**src/rtl/clk_div_ratio_ctrl.sv**
```systemverilog
`default_nettype none
// ============================================================================
//  Module      : clk_div_ratio_ctrl
//  Description : Sequences run-time ratio changes for the integer clock
//                divider: waits for a divided-clock falling edge (or a
//                bounded timeout), gates the divider, loads the new ratio,
//                re-enables it and waits one settle interval before
//                acknowledging with a single-cycle done pulse.
//  Revision    : 1.0 - initial release
// ============================================================================
module clk_div_ratio_ctrl #(
    parameter int RATIO_WIDTH   = 4,
    parameter int DEFAULT_RATIO = 1,
    parameter int GATE_CYCLES   = 2
) (
    input  logic                   i_ref_clk,
    input  logic                   i_rst_n,
    input  logic                   i_req_valid,
    input  logic [RATIO_WIDTH-1:0] i_req_ratio,
    output logic                   o_req_ready,
    input  logic                   i_div_clk,
    output logic [RATIO_WIDTH-1:0] o_div_ratio,
    output logic                   o_clk_en,
    output logic                   o_busy,
    output logic                   o_done
);

    localparam int DRAIN_W  = RATIO_WIDTH + 2;
    localparam int SETTLE_W = RATIO_WIDTH + 1;
    localparam int GATE_W   = (GATE_CYCLES > 1) ? $clog2(GATE_CYCLES) : 1;

    // DRAIN occupies at most 2**(RATIO_WIDTH+1)-1 cycles; exit on the last one
    localparam logic [DRAIN_W-1:0]     C_DRAIN_LAST = DRAIN_W'((2 ** (RATIO_WIDTH + 1)) - 2);
    localparam logic [DRAIN_W-1:0]     C_DRAIN_MAX  = {DRAIN_W{1'b1}};
    localparam logic [GATE_W-1:0]      C_GATE_LAST  = GATE_W'(GATE_CYCLES - 1);
    localparam logic [RATIO_WIDTH-1:0] C_DEF_RATIO  = RATIO_WIDTH'(DEFAULT_RATIO);

    typedef enum logic [2:0] {
        ST_BOOT   = 3'd0,
        ST_IDLE   = 3'd1,
        ST_DRAIN  = 3'd2,
        ST_GATE   = 3'd3,
        ST_LOAD   = 3'd4,
        ST_SETTLE = 3'd5
    } state_t;

    state_t                 state_q,      state_d;
    logic [RATIO_WIDTH-1:0] ratio_q,      ratio_d;
    logic [RATIO_WIDTH-1:0] new_ratio_q,  new_ratio_d;
    logic                   clk_en_q,     clk_en_d;
    logic                   done_q,       done_d;
    logic                   div_q,        div_d;
    logic [DRAIN_W-1:0]     drain_cnt_q,  drain_cnt_d;
    logic [GATE_W-1:0]      gate_cnt_q,   gate_cnt_d;
    logic [SETTLE_W-1:0]    settle_cnt_q, settle_cnt_d;
    logic [SETTLE_W-1:0]    settle_last;
    logic                   cur_bypass;

    // Next-state and next-output computation for the ratio-change sequence
    always_comb begin
        state_d      = state_q;
        ratio_d      = ratio_q;
        new_ratio_d  = new_ratio_q;
        clk_en_d     = clk_en_q;
        done_d       = 1'b0;
        div_d        = i_div_clk;
        drain_cnt_d  = '0;
        gate_cnt_d   = '0;
        settle_cnt_d = '0;

        // Ratios 0 and 1 both mean bypass: settle for a single cycle
        settle_last = (new_ratio_q == '0) ? '0 : ({1'b0, new_ratio_q} - SETTLE_W'(1));
        cur_bypass  = (32'(ratio_q) < 32'd2);

        case (state_q)
            ST_BOOT: begin
                clk_en_d = 1'b1;
                state_d  = ST_IDLE;
            end
            ST_IDLE: begin
                if (i_req_valid) begin
                    new_ratio_d = i_req_ratio;
                    if (i_req_ratio == ratio_q) begin
                        done_d = 1'b1;
                    end else if (cur_bypass) begin
                        // No divided clock edge to wait for in bypass
                        clk_en_d = 1'b0;
                        state_d  = ST_GATE;
                    end else begin
                        state_d  = ST_DRAIN;
                    end
                end
            end
            ST_DRAIN: begin
                drain_cnt_d = (drain_cnt_q == C_DRAIN_MAX) ? drain_cnt_q
                                                           : drain_cnt_q + DRAIN_W'(1);
                if ((div_q && !i_div_clk) || (drain_cnt_q >= C_DRAIN_LAST)) begin
                    clk_en_d = 1'b0;
                    state_d  = ST_GATE;
                end
            end
            ST_GATE: begin
                if (gate_cnt_q == C_GATE_LAST) begin
                    ratio_d = new_ratio_q;
                    state_d = ST_LOAD;
                end else begin
                    gate_cnt_d = gate_cnt_q + GATE_W'(1);
                end
            end
            ST_LOAD: begin
                clk_en_d = 1'b1;
                state_d  = ST_SETTLE;
            end
            ST_SETTLE: begin
                if (settle_cnt_q == settle_last) begin
                    done_d  = 1'b1;
                    state_d = ST_IDLE;
                end else begin
                    settle_cnt_d = settle_cnt_q + SETTLE_W'(1);
                end
            end
            default: begin
                state_d = ST_BOOT;
            end
        endcase
    end

    // State and output registers with asynchronous reset
    always_ff @(posedge i_ref_clk or negedge i_rst_n) begin
        if (!i_rst_n) begin
            state_q      <= ST_BOOT;
            ratio_q      <= C_DEF_RATIO;
            new_ratio_q  <= '0;
            clk_en_q     <= 1'b0;
            done_q       <= 1'b0;
            div_q        <= 1'b0;
            drain_cnt_q  <= '0;
            gate_cnt_q   <= '0;
            settle_cnt_q <= '0;
        end else begin
            state_q      <= state_d;
            ratio_q      <= ratio_d;
            new_ratio_q  <= new_ratio_d;
            clk_en_q     <= clk_en_d;
            done_q       <= done_d;
            div_q        <= div_d;
            drain_cnt_q  <= drain_cnt_d;
            gate_cnt_q   <= gate_cnt_d;
            settle_cnt_q <= settle_cnt_d;
        end
    end

    assign o_req_ready = (state_q == ST_IDLE);
    assign o_busy      = (state_q != ST_IDLE);
    assign o_div_ratio = ratio_q;
    assign o_clk_en    = clk_en_q;
    assign o_done      = done_q;

endmodule
`default_nettype wire

```
**config.mk**
```make
export PLATFORM = sky130hd
export DESIGN_NAME = clk_div_ratio_ctrl
export DESIGN_NICKNAME = d
export VERILOG_FILES = /design/src/rtl/clk_div_ratio_ctrl.sv
export SDC_FILE = /design/constraint.sdc
export NUM_CORES = 1
export LEC_CHECK = 0
export CAP_MARGIN = 20
export CORE_ASPECT_RATIO = 1.5
export CORE_MARGIN = 2
export CORE_UTILIZATION = 49
export CTS_CLUSTER_SIZE = 25
export DETAILED_ROUTE_END_ITERATION = 6
export PLACE_DENSITY = 0.8
export SETUP_SLACK_MARGIN = 0.1
export SLEW_MARGIN = 20
export SYNTH_ARGS = -nofsm -noshare
export SYNTH_HDL_FRONTEND = slang
export SYNTH_SLANG_ARGS = --single-unit
```
**constraint.sdc**
```tcl
create_clock -name i_ref_clk -period 1.7 [get_ports i_ref_clk]
set_clock_uncertainty 0.1 [all_clocks]
set_input_delay 0.34 -clock i_ref_clk [delete_from_list [all_inputs] [get_ports i_ref_clk]]
set_output_delay 0.34 -clock i_ref_clk [all_outputs]
set_load 0.02 [all_outputs]
```
**Yosys cells after proc, flatten, opt, wreduce, memory -nomap -nowiden**

Index checks and enable logic that the tools add are counted.

- Register bits after elaboration: 26
- Input bits: 8
- Logic and storage cells: 65

- Add/sub/neg operators: 4
- Order comparisons: 2
- Equality and inequality tests: 16
- Muxes and demuxes: 23
- Reduce and logical (&&, ||, !) cells: 11

Operators by type and width:

| operator | number |
|---|---|
| $pmux 3 s6 | 1 |
| $mux 3 | 5 |
| $mux 5 | 3 |
| $mux 6 | 2 |
| $ne 2x2->1 const B | 6 |
| $mux 1 | 10 |
| $reduce_and 5->1 | 2 |
| $add 6x1->6 const B | 1 |
| $eq 3x2->1 const B | 2 |
| $eq 3x3->1 const B | 2 |
| $eq 6x6->1 const B | 1 |
| $ge 6x5->1 const B | 1 |
| $add 5x1->5 const B | 1 |
| $eq 5x5->1 | 1 |
| $sub 4x1->5 const B | 1 |
| $eq 4x4->1 | 1 |
| $logic_not 4->1 | 1 |
| $lt 4x2->1 const B | 1 |
| $reduce_and 2->1 | 2 |
| $eq 3x1->1 const B | 1 |
| $logic_not 3->1 | 1 |
| $ne 3x1->1 const B | 1 |
| $pmux 1 s3 | 1 |
| $reduce_bool 3->1 | 1 |
| other kinds (7) | 7 |

**Longest topological paths before layout**

Gate-level depths: netlist of run 1.

- Depth in word-level cells: 5
- Gate-level depth with buffers: 7
- Mapped depth without buffers: 7

**Least setup slack after synthesis of run 1**

No wires, ideal clock.

- Kind: register to register
- Start point: register new_ratio_q[1]
- End point: register state_q[2]
- Arrival: 1.558 ns
- Slack: -0.077 ns
- Cell stages (with the launch flop): 6
- Period minus slack after synthesis: 1.777 ns
- Cell sequence: dfrtp_1 -> buf_2 -> o311ai_0 -> o2111ai_1 -> or3_4 -> a31o_1

- Word-level cells in the longest chain between the ends: 5
- Elaborated cells on any way between the ends: 6
- Classes of those cells: 1 x add/sub; 2 x eq/ne; 1 x mux; 2 x reduce/logical

RTL lines:

| element | line | RTL |
|---|---|---|
| start, declared | 49 | `logic [RATIO_WIDTH-1:0] new_ratio_q, new_ratio_d;` |
| start signal, assigned | 143 | `new_ratio_q <= new_ratio_d;` |
| $sub 4x1->5 or $logic_not 4->1 (tied branches) | 72 | `settle_last = (new_ratio_q == '0) ? '0 : ({1'b0, new_ratio_q} - SETTLE_W'(1));` |
| $mux 5 * | 72 |  |
| $eq 5x5->1 * | 115 | `if (settle_cnt_q == settle_last) begin` |
| $ne 2x2->1 (no line) * | - |  |
| $reduce_and 5->1 (no line) * | - |  |
| end signal, assigned | 141 | `state_q <= state_d;` |
| end, declared | 47 | `state_t state_q, state_d;` |

Every way passes the cells marked *; elsewhere a longest branch is shown, timed or not.
A chain may end at the register's enable or synchronous reset.

**Worst setup path after layout of run 1**

- Start point: register new_ratio_q[1]
- End point: register done_q, in the netlist o_done

- Word-level cells in the longest chain between the ends: 5
- Elaborated cells on any way between the ends: 6
- Classes of those cells: 1 x add/sub; 1 x eq/ne; 3 x mux; 1 x reduce/logical

RTL lines:

| element | line | RTL |
|---|---|---|
| $sub 4x1->5 or $logic_not 4->1 (tied branches) | 72 |  |
| $mux 5 * | 72 |  |
| $eq 5x5->1 * | 115 |  |
| $mux 1 * | 115 |  |
| $pmux 1 s2 * | 75 | `case (state_q)` |
| named net done_d | 51 | `logic done_q, done_d;` |
| end signal, assigned | 145 | `done_q <= done_d;` |
| end, declared | 51 |  |

The timed path passes the listed nets; every way through them passes the cells marked *.

==> results.md, run 1 <==
* Yosys warnings at 0
* Wire length per cell at between 15 and 20 um
* Crit path time final at around 1.9 ns
* CTS Hold Bufs at 0
* IO Pins at 16
* Most common flop cell mapped by yosys: dfrtp_1
* Synth Cell Area at between 1000 and 1500 um2
* Clock H-tree levels at 1
* Rel. slew slack at 0.765
* Worst R2R Start: new_ratio_q[1]$_DFFE_PN0P_
* Die area at ~3300 um2
* Routed WL at approximately 3400 um
* CTS Sinks at 26
* CTS Buffer Depth at 2
* Critical path launch point: new_ratio_q[1]$_DFFE_PN0P_
* Crit end category: flop
* Fin crit share at 1.14
* Min-delay worst type: primary input to async pin
* Setup slack, reg-to-reg at -0.24 ns
* Vias at 1216
* First-pass GRT wire length at 5490 um
* Max frequency at between 500 and 600 MHz
* Synth-to-layout area growth at 29.3%
* Post-synth EDFFs at 0
* Top-area cell type share of the netlist area at 0.442
* Clk pin slew, worst setup/hold paths at about 0.080 ns
* Setup WS post-layout at -0.235 ns
* CTS tree: done
* RSZ-0062 raised after global routing: true
* Filler Cell Count at between 200 and 250
* Critical path, cell by cell: or2_1 -> a221oi_2 -> o2111ai_1 -> or3_4 -> o32ai_2
* Final hold viol count at 0
* Synth area leader: dfrtp_1
* Share of cells above drive strength 1 at 0.256
* Die Y at between 60 and 70 um
* Critical Path Stages at 5
* CP Buf/Inv Count at 0
* CP required at 1.77 ns
* Slew @ Worst Pin at approximately 0.35 ns
* Root Buffer: clkbuf_8
* Drt first pass iters at 4
* Kind of start point of the critical path: flop
* Number of routed nets with antenna violations at 0
* GRT Util Overall at 0.227
* Post-DR vias/cell at 5.60
* Overflow after GRT at 0
* Antenna fix cells at 0
* Failing checks: negative setup slack
* Met3 Use GR at 0.0365
* Vias in the first global route at between 1000 and 1500
* Port-buffer cells at 15
* Sequential share of the synthesized area at 0.461
* Final GP Congestion at 0.817
* WS Path Type: flop to flop
* Core ar. at roughly 2700 um2
* Pin count of the biggest net entering global routing at 27
* Initial drt markers at 26
* Pwr Density at 1660 nW/um2
* Count leader, synth: dfrtp_1
* Final Max Tran Viols at 0
* Die Span X at 47.9 um
* Nets at about 190
* Distinct cells, synth at 43
* Max Fanout on Critical Path at 4
* M2 GR Usage at 0.440
* Ys async rst share at 1.00
* Syn Nets at approximately 150
* Maximum vdd drop at 0.000847 V
* Ranking of synthesized cells by area: dfrtp_1 44%, xnor2_1 5.0%, mux2_2 4.8%, nor2_1 3.7%, nand2_1 3.2%
* Setup violators final at 7
* DRC errors left at 0
* Synth Instances at roughly 140
* Final HPWL DP at between 2000 and 3000 um
* Final non-filler cell total at approximately 220
* Worst R2R End: o_done$_DFF_PN0_
* GRT busiest layer: met2
* Worst path top cell family by delay: compound AO/OA/AOI/OAI gates
* Arrival @ worst endpoint at about 2 ns
* Num CTS Buffers at 3
* Most frequent cells after synthesis: 25 x dfrtp_1, 14 x nor2_1, 12 x nand2_1
* Hold Slack at roughly 0.33 ns
* CP endpoint: o_done$_DFF_PN0_
* Met1 Use GR at 0.202
* Post-synthesis area per instance at 9.96 um2
* Critical path's slowest cell: dfrtp_1
* Initial Util at 0.523
* Initial antenna violation count at 0
* Max-cap violations at 0
* Crit path largest cell delay at ~0.40 ns
* Rows at 23
* R2R depth at 5
* Placed Cells at 210
* Leak pwr at 0.811 nW
* Synthesized flop and latch total at 26
* Clk Latency, worst-skew pair at approximately 0.27 ns
* Status: complete, but fails checks
-- cell families (layout without fill, tap and decap cells) --
logic type / after synthesis / count (layout) / share of synthesized area
flops: 26 / 26 / 0.461
simple gates: 54 / 54 / 0.194
xor+xnor: 12 / 12 / 0.0743
fa+ha+maj: 3 / 3 / 0.0266
compound gates: 30 / 30 / 0.162
mux: 6 / 6 / 0.0478
buf+inv: 11 / 49 / 0.0345
-- area by class of cell --
type / count / area [um2] / share of cell area
Sequential cell: 26 / 652 / 0.357
Tap cell: 37 / 46.3 / 0.0253
Clock buffer: 4 / 45.0 / 0.0246
Multi-Input combinational cell: 105 / 726 / 0.397
Inverter: 4 / 17.5 / 0.00958
Timing Repair Buffer: 41 / 342 / 0.187
-- flip-flops by register name (all words and copies together), names as in the netlist --
register      flops
o_done            1
new_ratio_q       4
state_q           3
drain_cnt_q       6
o_clk_en          1
div_q             1
o_div_ratio       4
gate_cnt_q        1
settle_cnt_q      5
-- worst min-delay path by stage --
stage | slack, ns | end | cells past startpoint
2_1_floorplan | -0.06 | div_q$_DFF_PN0_ | 0
3_3_place_gp | 0.34 | gate_cnt_q$_DFF_PN0_ | 1
3_5_place_dp | 0.36 | gate_cnt_q$_DFF_PN0_ | 1
4_1_cts | 0.34 | settle_cnt_q[4]$_DFF_PN0_ | 2
5_1_grt | 0.37 | settle_cnt_q[2]$_DFF_PN0_ | 2
6_report | 0.33 | settle_cnt_q[4]$_DFF_PN0_ | 2
-- per-stage QoR --
| stage | setup TNS (ns) | utilization | area [um2] | power, W | setup WS, ns |
|---|---|---|---|---|---|
| 4_1_cts | -1.11 | 0.665 | 1800 | 0.00298 | -0.237 |
| 3_3_place_gp | -0.983 | 0.648 | 1750 | 0.00255 | -0.199 |
| 6_report | -1.08 | 0.676 | 1830 | 0.00304 | -0.235 |
| 3_5_place_dp | -1.56 | 0.648 | 1750 | 0.00263 | -0.219 |
| 2_1_floorplan | -0.113 | - | 1420 | 0.00193 | -0.0608 |
| 5_1_grt | -1.64 | 0.676 | 1830 | 0.00325 | -0.318 |
-- layer usage --
layer / up-vias / wire [um]
met5: - / 0
met4: 0 / 89
met3: 11 / 102
met2: 20 / 2020
met1: 601 / 1140
li1: 584 / -
-- power breakdown --
group | internal, W | switching, W
registers | 0.000806 | 0.000175
clock network | 0.000168 | 0.000180
logic | 0.000852 | 0.000860
total | 0.00183 | 0.00121
-- cells in the final DEF, fill, tap and decap left out, types with 3 or more instances in the layout --
cell	n
clkdlybuf4s50_1	7
inv_1	3
xnor2_1	8
nor2_1	14
nand2_1	12
and3_1	3
dlygate4sd2_1	5
clkbuf_8	3
nor3b_1	4
buf_4	26
dfrtp_1	25
xor2_1	4
o21ai_0	6
nand3_1	5
nor3_1	4
mux2_2	6
-- worst reg2reg max path: stages, from the launching register on --
cell	delay, ns
dfrtp_1	0.40
or2_1	0.26
a221oi_2	0.26
o2111ai_1	0.18
or3_4	0.37
o32ai_2	0.26
-- what timing repair did --
action | 4_1_cts | 5_1_grt
endpoints found under the hold margin | 0 | 0
gates resized for setup | 20 | 5
setup buffers | 1 | 2
endpoints found under the setup margin | 18 | 15
pin swaps | 2 | 2
Note: power is estimated with default switching activity, not from simulation.
==> run 2: changes to the inputs <==
--- a/config.mk
+++ b/config.mk
@@ -5,13 +5,14 @@
 export SDC_FILE = /design/constraint.sdc
 export NUM_CORES = 1
 export LEC_CHECK = 0
+export ABC_AREA = 1
 export CAP_MARGIN = 20
 export CORE_ASPECT_RATIO = 1.5
 export CORE_MARGIN = 2
-export CORE_UTILIZATION = 49
+export CORE_UTILIZATION = 50
 export CTS_CLUSTER_SIZE = 25
 export DETAILED_ROUTE_END_ITERATION = 6
-export PLACE_DENSITY = 0.8
+export PLACE_DENSITY = 0.81
 export SETUP_SLACK_MARGIN = 0.1
 export SLEW_MARGIN = 20
 export SYNTH_ARGS = -nofsm -noshare
==> run 2 against run 1 <==
  * The flow now finishes without violations
  * Non-clock buffer count is 13 lower
  * First-iteration DRC count is 69% higher
  * Cell count is 17% higher
  * Register-to-register slack better by 0.32 ns
  * Worst hold slack better by 0.0048 ns
  * Highest routed layer unchanged
  * Synthesized cell count is 30% higher
  * Global-route usage is 0.24 points lower
  * Area after synthesis is 1.5% higher
==> results.md, run 2 <==
* Most common cell after layout, fill and taps aside: nand2_1 (was buf_4)
* Maximum vdd drop at 0.000873 V (was 0.000847 V)
* Ys async rst share at 1.00 (unchanged)
* Fin crit share at 0.949 (was 1.14)
* First-pass GRT wire length at 5500 um (was 5490 um)
* Setup violators final at 0 (was 7)
* Ranking of synthesized cells by area: dfrtp_1 44%, nand2_1 13%, inv_1 6.5%, nand3_1 5.6%, o21ai_0 4.9% (was dfrtp_1 44%, xnor2_1 5.0%, mux2_2 4.8%, nor2_1 3.7%, nand2_1 3.2%)
* Port-buffer cells at 15 (unchanged)
* Top Registers: drain_cnt_q x6, settle_cnt_q x5 (unchanged)
* Rel. slew slack at 0.744 (was 0.765)
* Synthesized flop and latch total at 26 (unchanged)
* Num CTS Buffers at 3 (unchanged)
* Filler Cell Count at 247 (was 243)
* Synth area leader: dfrtp_1 (unchanged)
* Vias in the first global route at 1320 (was 1284)
* WS Path Type: flop to flop (unchanged)
* CP required at 1.77 ns (about the same)
* Post-synth EDFFs at 0 (unchanged)
* Die area at 3320 um2 (was 3340 um2)
* Pin count of the biggest net entering global routing at 27 (unchanged)
* Status: finished, final reports clean (was complete, but fails checks)
* Die Span X at 47.7 um (was 47.9 um)
* Number of routed nets with antenna violations at 0 (unchanged)
* Sequential share of the synthesized area at 0.454 (was 0.461)
* Setup TNS at 0 ns (was -1.08 ns)
* Final Max Tran Viols at 0 (unchanged)
* Pwr Density at 1630 nW/um2 (was 1660 nW/um2)
* Syn Nets at 195 (was 153)
* GRT Util Overall at 0.225 (was 0.227)
* Max frequency at 620 MHz (was 517 MHz)
* Synth Cell Area at 1440 um2 (was 1410 um2)
* Antenna fix cells at 0 (unchanged)
* Wire length per cell at 13.5 um (was 15.4 um)
* Top-area cell type share of the netlist area at 0.436 (was 0.442)
* DRC errors left at 0 (unchanged)
* Share of cells above drive strength 1 at 0.241 (was 0.256)
* Setup slack, reg-to-reg at 0.09 ns (was -0.24 ns)
* Die Y at 69.6 um (was 69.8 um)
* Worst R2R Start: new_ratio_q[1]$_DFFE_PN0P_ (unchanged)
* Final GP Congestion at 0.819 (was 0.817)
* Arrival @ worst endpoint at 1.68 ns (was 2.01 ns)
* Synth Instances at 184 (was 142)
* Leak pwr at 0.889 nW (was 0.811 nW)
* R2R depth at 10 (was 5)
* Crit end category: flop (unchanged)
* RSZ-0062 raised after global routing: true (unchanged)
* Yosys warnings at 0 (unchanged)
* Clock H-tree levels at 1 (unchanged)
* Core ar. at 2710 um2 (unchanged)
* CTS Sinks at 26 (unchanged)
* Routed WL at 3410 um (was 3350 um)
* Clk Latency, worst-skew pair at 0.27 ns (about the same)
* Setup WS post-layout at 0.0864 ns (was -0.235 ns)
* CTS Buffer Depth at 2 (unchanged)
* Count leader, synth: nand2_1 (was dfrtp_1)
* Synth-to-layout area growth at 27.3% (was 29.3%)
* Slew @ Worst Pin at 0.383 ns (was 0.351 ns)
* CTS tree: done (unchanged)
* Setup WS pre-CTS at -0.0925 ns (was -0.219 ns)
* Hold Slack at 0.334 ns (was 0.329 ns)
* Kind of start point of the critical path: flop (unchanged)
* Largest register FFs at 6 (unchanged)
* Initial drt markers at 44 (was 26)
* CTS Hold Bufs at 0 (unchanged)
* Nets at 228 (was 192)
* Distinct cells, synth at 27 (was 43)
* Post-DR vias/cell at 5.25 (was 5.60)
* Clk pin slew, worst setup/hold paths at 0.09 ns (was 0.08 ns)
* Vias at 1328 (was 1216)
* Initial Util at 0.531 (was 0.523)
* Crit path time final at 1.61 ns (was 1.94 ns)
* Most common flop cell mapped by yosys: dfrtp_1 (unchanged)
* Initial antenna violation count at 0 (unchanged)
* Most frequent cells in the layout: 46 x nand2_1, 23 x inv_1, 22 x dfrtp_1 (was 26 x buf_4, 25 x dfrtp_1, 14 x nor2_1)
* Worst R2R End: state_q[1]$_DFFE_PN0P_ (was o_done$_DFF_PN0_)
* Reg with most FFs: drain_cnt_q (unchanged)
* Root Buffer: clkbuf_8 (unchanged)
* Drt first pass iters at 5 (was 4)
* IO Pins at 16 (unchanged)
* Post-synthesis area per instance at 7.80 um2 (was 9.96 um2)
* Max Fanout on Critical Path at 5 (was 4)
* Most frequent cells after synthesis: 50 x nand2_1, 25 x dfrtp_1, 25 x inv_1 (was 25 x dfrtp_1, 14 x nor2_1, 12 x nand2_1)
* Rows at 23 (unchanged)
* Overflow after GRT at 0 (unchanged)
* Total design power at 0.00298 W (was 0.00304 W)
* Max-cap violations at 0 (unchanged)
* Final HPWL DP at 2380 um (was 2590 um)
* Final hold viol count at 0 (unchanged)
* Min-delay worst type: primary input to async pin (unchanged)
[run 2: cell count changes in the layout (fill, tap and decap cells not counted), moves of 6 or more]
cell	previous run	this run
inv_1	3	23
nand3_1	5	14
mux2_2	6	0
nand2_1	12	46
nand2_2	0	6
o21ai_0	6	13
xnor2_1	8	1
buf_4	26	14
[run 2: per-layer routing]
metal  wire length (um)  GRT usage
met3                114     0.0286
met5                  0          0
met2               1930      0.399
met1               1250      0.240
met4                116      0.105
[run 2: cells by family (layout without fill, tap and decap cells)]
logic type      Yosys count  in the layout  synth area share
compound gates           23             23            0.0881
fa+ha+maj                 3              3            0.0262
buf+inv                  29             60            0.0785
flops                    26             26             0.454
xor+xnor                  5              5            0.0305
simple gates             98             99             0.323
[run 2: worst max path at each step]
stage,from,endpoint,slack (ns),cells past startpoint
after floorplan,state_q[0]$_DFFE_PN0P_,state_q[0]$_DFFE_PN0P_,0.17,10
after global placement,i_req_ratio[3],state_q[1]$_DFFE_PN0P_,-0.04,9
after detailed placement,i_req_ratio[3],state_q[1]$_DFFE_PN0P_,-0.09,9
after CTS,o_div_ratio[0]$_DFFE_PN1P_,o_div_ratio[0],0.11,1
after global routing,new_ratio_q[1]$_DFFE_PN0P_,state_q[1]$_DFFE_PN0P_,0.006,10
final,new_ratio_q[1]$_DFFE_PN0P_,state_q[1]$_DFFE_PN0P_,0.09,10
[run 2: repair_timing]
item	4_1_cts	5_1_grt
setup buffers	0	3
gates cloned	1	0
endpoints found under the hold margin	0	0
pin swaps	0	6
endpoints found under the setup margin	12	18
gates resized for setup	20	18
[run 2: power by group]
part	switching, W	internal (W)
clock network	0.000192	0.000207
registers	0.000176	0.000794
logic	0.000980	0.000632
[run 2: area by class of cell]
type / count / area [um2] / area share
sequential: 26 / 656 / 0.359
multi-input combinational: 130 / 736 / 0.403
clock buffer: 4 / 55.1 / 0.0301
inverter: 28 / 105 / 0.0575
tap: 37 / 46.3 / 0.0253
timing repair buffer: 28 / 229 / 0.125
[run 2: metrics by stage]
| stage | area [um2] | std cells | util |
|---|---|---|---|
| after detailed placement | 1700 | 245 | 0.628 |
| after global placement | 1700 | 245 | 0.628 |
| final | 1830 | 253 | 0.675 |
| after CTS | 1760 | 250 | 0.652 |
| after floorplan | 1440 | 184 | - |
| after global routing | 1830 | 253 | 0.675 |
[run 2: worst max-delay path: stages, from the launching register on]
cell and delay (ns):
dfrtp_2 0.46, nor2_4 0.16, nand2_1 0.08, nand3_1 0.10
nand3_2 0.11, nor2_4 0.16, nand2_4 0.09, nand2_4 0.09
nand2_2 0.06, nand2_1 0.06, nand2_1 0.04
